File: config.mk
export PLATFORM = sky130hd
export DESIGN_NAME = ref_timer_mc
export DESIGN_NICKNAME = d
export VERILOG_FILES = /design/src/rtl/ref_timer_mc.sv
export SDC_FILE = /design/constraint.sdc
export NUM_CORES = 1
export LEC_CHECK = 0
export ABC_AREA = 1
export BUFFER_PORTS_ARGS = -buffer_cell sky130_fd_sc_hd__buf_2
export CORE_UTILIZATION = 45
export CTS_CLUSTER_SIZE = 40
export DETAILED_ROUTE_END_ITERATION = 8
export PLACE_DENSITY = 0.59
export SYNTH_ARGS = -nofsm -noshare
export SYNTH_HDL_FRONTEND = slang
export SYNTH_SLANG_ARGS = --single-unit
File: constraint.sdc
create_clock -name clk_i -period 7 [get_ports clk_i]
set_input_delay 1.4 -clock clk_i [delete_from_list [all_inputs] [get_ports clk_i]]
set_output_delay 1.4 -clock clk_i [all_outputs]
set_load 0.005 [all_outputs]
File: src/rtl/ref_timer_mc.sv
// ref_timer_mc: multi-channel refresh scheduler with per-channel REF debt and round-robin REF issue.
// Define REF_TIMER_MC_URGENT_EN to let channels at maximum debt win arbitration.
package rpc_config_path_pkg;
    typedef struct packed {
        logic        enable;
        logic        ref_refop;
        logic [3:0]  ref_bank_list;
        logic [15:0] interval;
    } ref_cfg_reg_t;
    localparam ref_cfg_reg_t REF_TIMER_DEFAULT_SETTING =
        '{enable: 1'b0, ref_refop: 1'b0, ref_bank_list: 4'h0, interval: 16'd60};
endpackage

module ref_timer_mc
    import rpc_config_path_pkg::*;
#(
    parameter int NUM_CH         = 4,
    parameter int CNT_WIDTH      = 32,
    parameter int CMD_WIDTH      = 19,
    parameter int INTERVAL_SHIFT = 7,
    parameter int MAX_DEBT       = 8,
    localparam int CH_W          = (NUM_CH > 1) ? $clog2(NUM_CH) : 1
) (
    input  logic                 clk_i,
    input  logic                 rst_ni,
    input  logic                 init_timer_i,
    input  logic                 load_config_i,
    input  logic [CH_W-1:0]      load_ch_i,
    input  ref_cfg_reg_t         config_i,
    input  logic                 ref_ready_i,
    output logic                 ref_valid_o,
    output logic [CMD_WIDTH-1:0] ref_cmd_o,
    output logic [CH_W-1:0]      ref_ch_o,
    output logic                 ref_urgent_o,
    output logic [NUM_CH-1:0]    debt_ovf_o
);
    localparam int DW = $clog2(MAX_DEBT + 1);
    localparam logic [DW-1:0] MAX_D = DW'(MAX_DEBT);

    typedef enum logic [1:0] {POWER_UP, INIT, IDLE, COUNTING} state_t;

    state_t               state   [NUM_CH];
    ref_cfg_reg_t         cfg     [NUM_CH];
    ref_cfg_reg_t         buf_cfg [NUM_CH];
    logic                 buf_vld [NUM_CH];
    logic [CNT_WIDTH-1:0] cnt     [NUM_CH];
    logic [DW-1:0]        debt    [NUM_CH];
    logic [NUM_CH-1:0]    tick, consume, load_hit, dec, req, at_max;
    logic [CH_W-1:0]      rr_ptr, pick, rr_pick, lo_pick;
    logic                 rr_found, any_req, pick_urgent, hs, refop_unused;

    assign hs = ref_valid_o && ref_ready_i;

    always_comb begin
        refop_unused = 1'b0;
        for (int i = 0; i < NUM_CH; i++) begin
            tick[i]     = state[i] == COUNTING &&
                          cnt[i] == (CNT_WIDTH'(cfg[i].interval) << INTERVAL_SHIFT) - CNT_WIDTH'(1);
            load_hit[i] = load_config_i && load_ch_i == CH_W'(i);
            consume[i]  = buf_vld[i] && (state[i] == INIT || (state[i] == IDLE && !cfg[i].enable) || tick[i]);
            dec[i]      = hs && ref_ch_o == CH_W'(i);
            req[i]      = debt[i] != '0;
            at_max[i]   = debt[i] == MAX_D;
            refop_unused ^= cfg[i].ref_refop;
        end
    end

    // Descending scan: the lowest requester at/after the pointer wins, else the lowest overall (wrap).
    always_comb begin
        rr_found = 1'b0;
        any_req  = 1'b0;
        rr_pick  = '0;
        lo_pick  = '0;
        for (int i = NUM_CH - 1; i >= 0; i--) begin
            if (req[i]) begin
                any_req = 1'b1;
                lo_pick = CH_W'(i);
            end
            if (req[i] && CH_W'(i) >= rr_ptr) begin
                rr_found = 1'b1;
                rr_pick  = CH_W'(i);
            end
        end
    end

`ifdef REF_TIMER_MC_URGENT_EN
    logic            urg_any;
    logic [CH_W-1:0] urg_pick;
    always_comb begin
        urg_any  = 1'b0;
        urg_pick = '0;
        for (int i = NUM_CH - 1; i >= 0; i--) begin
            if (at_max[i]) begin
                urg_any  = 1'b1;
                urg_pick = CH_W'(i);
            end
        end
    end
    assign pick_urgent = urg_any;
    assign pick        = urg_any ? urg_pick : rr_found ? rr_pick : lo_pick;
`else
    assign pick_urgent = 1'b0;
    assign pick        = rr_found ? rr_pick : lo_pick;
`endif

    always_ff @(posedge clk_i or negedge rst_ni) begin
        if (!rst_ni) begin
            debt_ovf_o <= '0;
            for (int i = 0; i < NUM_CH; i++) begin
                state[i]   <= POWER_UP;
                cfg[i]     <= '0;
                buf_cfg[i] <= '0;
                buf_vld[i] <= 1'b0;
                cnt[i]     <= '0;
                debt[i]    <= '0;
            end
        end else begin
            for (int i = 0; i < NUM_CH; i++) begin
                buf_vld[i] <= load_hit[i] || (buf_vld[i] && !consume[i]);
                if (load_hit[i]) buf_cfg[i] <= config_i;
                if (consume[i]) cfg[i] <= buf_cfg[i];
                else if (state[i] == INIT) cfg[i] <= REF_TIMER_DEFAULT_SETTING;
                cnt[i] <= (state[i] == COUNTING && !tick[i]) ? cnt[i] + CNT_WIDTH'(1) : '0;
                case (state[i])
                    POWER_UP: if (init_timer_i) state[i] <= INIT;
                    INIT:     state[i] <= IDLE;
                    IDLE:     if (cfg[i].enable) state[i] <= COUNTING;
                    default:  if (consume[i] && !buf_cfg[i].enable) state[i] <= IDLE;
                endcase
                // A tick cancelled by a same-cycle grant is neither counted nor lost.
                if (tick[i] && !dec[i] && at_max[i]) debt_ovf_o[i] <= 1'b1;
                if (tick[i] && !dec[i] && !at_max[i]) debt[i] <= debt[i] + DW'(1);
                else if (dec[i] && !tick[i]) debt[i] <= debt[i] - DW'(1);
            end
        end
    end

    always_ff @(posedge clk_i or negedge rst_ni) begin
        if (!rst_ni) begin
            ref_valid_o  <= 1'b0;
            ref_cmd_o    <= '0;
            ref_ch_o     <= '0;
            ref_urgent_o <= 1'b0;
            rr_ptr       <= '0;
        end else if (ref_valid_o) begin
            if (ref_ready_i) begin
                ref_valid_o <= 1'b0;
                rr_ptr      <= (ref_ch_o == CH_W'(NUM_CH - 1)) ? '0 : ref_ch_o + CH_W'(1);
            end
        end else if (any_req) begin
            ref_valid_o  <= 1'b1;
            ref_ch_o     <= pick;
            ref_urgent_o <= pick_urgent;
            ref_cmd_o    <= CMD_WIDTH'({2'b00, cfg[pick].ref_bank_list, 13'b0});
        end
    end

    // A zero interval makes ceiling-1 all-ones, so an enabled channel would silently never tick.
    for (genvar g = 0; g < NUM_CH; g++) begin : g_chk
        assert property (@(posedge clk_i) disable iff (!rst_ni)
            !(state[g] == COUNTING && cfg[g].interval == '0));
    end
endmodule

==> summary.md <==
| Metric | Value |
|---|---|
| Status | `complete, no violations` |
| CP Class | `reg -> reg` |
| Die Ht | `205 um` |
| Diode count | `0` |
| Ys flop type | `dfrtp_1` |
| Final Cycle Share | `57.4%` |
| Hold crit path type | `reg -> reg` |
| Root Buffer | `clkbuf_16` |
| Final hold violation count | `0` |
| I/O Buffers | `38` |
| # fillers | `3991` |
| Cells after synthesis | `2420` |
| Placed cell count | `2948` |
| Largest net degree at the start of global routing | `155` |
| Core ar. | `0.0408 mm2` |
| Max VDD drop | `161 uV` |
| Cell Area, Synth | `0.0186 mm2` |
| Cts repair resizes | `0` |
| First-pass GRT wire length | `74400 um` |
| RD Place Congestion | `0.882` |
| Post-CTS setup buffer count | `0` |
| 1st-pass router iterations | `5` |
| Initial Util | `45.5%` |
| M2 GR Usage | `36.0%` |
| Yosys warns | `0` |
| Vias in the first global route | `14.9k` |
| Critical Path RT | `7.42 ns` |
| CP max FO | `32` |
| Syn avg cell area | `7.68 um2` |
| Io pins | `56` |
| CTS Hold Bufs | `0` |
| CTS tree | `done` |
| Final hold slack | `0.450 ns` |
| Slowest stage delay, CP | `0.58 ns` |
| Layout area overhead | `9.89%` |
| Standard-cell rows | `74` |
| Placed instance area | `0.0192 mm2` |
| Most Frequent Cell on Critical Path | `nand2_1` |
| Crit path cell chain | `inv_1, ha_1, nand2_1, o21ai_0, nand2_1, nand2_1, nand2_1, nor2_1, nand3_1, nor2_1, nand3_1, nand2_2, nand3_2, nand2_2, inv_1, nand2_1, o21ai_1` |
| M3 GR Usage | `3.17%` |
| Post-Layout Cell Count | `3016` |
| Sinks on Clock Net | `337` |
| Fraction of layout cells with a size suffix above 1 | `6.52%` |
| Post-Route WL | `44200 um` |
| ANT nets after route | `0` |
| Max_cap viols | `0` |
| Post-synthesis async set-or-reset flop share | `100%` |
| CTS H-Tree Depth | `2` |
| Yosys reg bits | `337` |
| Netlist cell types | `48` |
| Worst-path clk slew | `0.05 ns` |
| Max_slew headroom | `22.4%` |
| Post-DR vias/cell | `5.07` |
| Clock Skew | `0.0105 ns` |
| WP buf/inv | `2` |
| DP HPWL | `31800 um` |
| Overflow after GRT | `0` |
| Fin nets | `2515` |
| Unrepaired setup endpoints after global routing | `false` |
| WP data arrival | `4.44 ns` |
| P_leak | `0.00968 uW` |
| Total CTS buffers | `39` |
| Final min period | `4.02 ns` |
| Post-synthesis sequential area ratio | `45.4%` |
| Max-slew violations | `0` |
| Worst-Margin Slew | `1.16 ns` |
| Post-synth EDFFs | `0` |
| Busiest grt layer | `met2` |
| Die Wd | `205 um` |
| Initial antenna violation count | `0` |
| R2r setup slk | `2.98 ns` |
| Max clock buf depth | `3` |
| M1 GR Usage | `29.9%` |
| DRT iter0 DRCs | `847` |
| Setup TNS | `0 ns` |
| DIE AREA | `0.0421 mm2` |
| Max Clk Rate | `249 MHz` |
| Critical Path Source Type | `register` |
| Vias | `15.3k` |
| Delay-heaviest family, CP | `simple AND/OR/NAND/NOR gates` |
| DRC errors left | `0` |
| Max stage delay cell, worst path | `nand3_2` |
| Worst-Skew Late Latency | `0.55 ns` |
| Routed length per instance | `14.6 um` |
| PD cells | `358 mW/mm2` |
| Post-route cell area | `0.0204 mm2` |
| Gr usage total | `22.0%` |
| Crit. End Element | `register` |
| # setup viols final | `0` |
registers in the layout (all words and copies together), names as in the netlist:
register and count:
ref_valid_o 1, cfg 84, buf_vld 4, ref_cmd_o 4
ref_ch_o 2, debt_ovf_o 4, state 8, buf_cfg 84
debt 16, cnt 128, rr_ptr 2
kinds of logic (layout without fill, tap and decap cells):
| kind of cell | count (synthesis) | in the layout | share of synthesized area (%) |
|---|---|---|---|
| AOI/OAI and AO/OA | 247 | 247 | 7.13 |
| xor gates and xnor gates | 135 | 135 | 6.43 |
| adders and majority gates | 29 | 29 | 2.11 |
| buffers and inverters | 406 | 455 | 8.90 |
| DFF | 337 | 337 | 45.4 |
| muxes | 4 | 4 | 0.242 |
| other | 1 | 16 | 0.0202 |
| and+or+nand+nor | 1261 | 1261 | 29.8 |
stage by stage:
step / total power (uW) / utilization (%) / setup WS, ns
after floorplan: 4730 / - / 4.05
after detailed placement: 5360 / 47.0 / 2.98
final: 7320 / 50.0 / 2.98
after global routing: 7930 / 50.0 / 2.54
after CTS: 7390 / 50.0 / 2.95
after global placement: 5290 / 47.0 / 3.04
power by group:
part	leakage (uW)	switching, uW	internal (uW)
sequential	0.00437	422	2400
combinational	0.00472	1630	881
clock	0.000599	818	1180
total	0.00968	2870	4450
worst paths after layout:
kind,startpoint,to,cells past startpoint
setup / recovery,cfg[22],cfg[37],17
hold / removal,cnt[32],cnt[32],1
setup reg to reg,cfg[22],cfg[37],17
hold reg to reg,cnt[32],cnt[32],1
max in group asynchronous,rst_ni,debt[15],2
min in group asynchronous,rst_ni,cnt[4],1
Yosys cell counts (13+ instances only):
cell type	n	share of area [%]
ha_1	25	1.7
clkbuf_1	25	0.50
o21ai_1	19	0.51
xnor2_1	41	1.9
nor2_1	303	6.1
a21oi_1	34	0.92
dfrtp_1	337	45
nand3_1	158	4.3
nor3b_1	13	0.52
xor2_1	93	4.4
nor3_1	78	2.1
o21ai_0	148	4.0
nand2_1	573	12
inv_1	336	6.8
buf_4	18	0.73
nor2_2	16	0.54
o22ai_1	26	0.88
buf_2	14	0.38
nand4_1	54	1.8
nor4_1	18	0.61
layer usage:
metal / vias up / part of all wire, % / routed length (um)
li1: 7759 / - / -
met1: 7202 / 48 / 21100
met2: 240 / 46 / 20200
met3: 83 / 3.4 / 1500
met4: 0 / 3.1 / 1380
met5: - / 0 / 0
cell usage in the layout (no fill, tap or decap), types with 6 or more instances in the layout:
master	Yosys	final
nand4_1	54	54
clkbuf_16	0	39
nand3_1	158	158
nor3_1	78	78
nand2_1	573	573
clkbuf_1	25	13
nand3b_1	6	6
inv_1	336	336
dfrtp_1	337	337
nor2_1	303	303
nand3_2	8	8
clkbuf_8	0	7
nor2_2	16	16
ha_1	25	25
xor2_1	93	93
clkinv_2	1	6
nand2_2	8	8
nor3b_1	13	13
xnor2_1	41	41
a31oi_1	9	9
conb_1	1	16
nor4_1	18	18
a21oi_1	34	34
o21ai_1	19	18
o22ai_1	26	26
o21ai_0	148	148
buf_2	14	37
area by class of cell:
class / count / area (um2) / share of cell area, %
Clock buffer: 59 / 1120 / 5.49
Clock inverter: 9 / 101 / 0.496
Inverter: 343 / 1290 / 6.31
Multi-Input combinational cell: 1692 / 8560 / 41.9
Sequential cell: 337 / 8430 / 41.3
Tap cell: 532 / 666 / 3.26
Timing Repair Buffer: 44 / 258 / 1.26
Power figures use the tool's default switching activity.
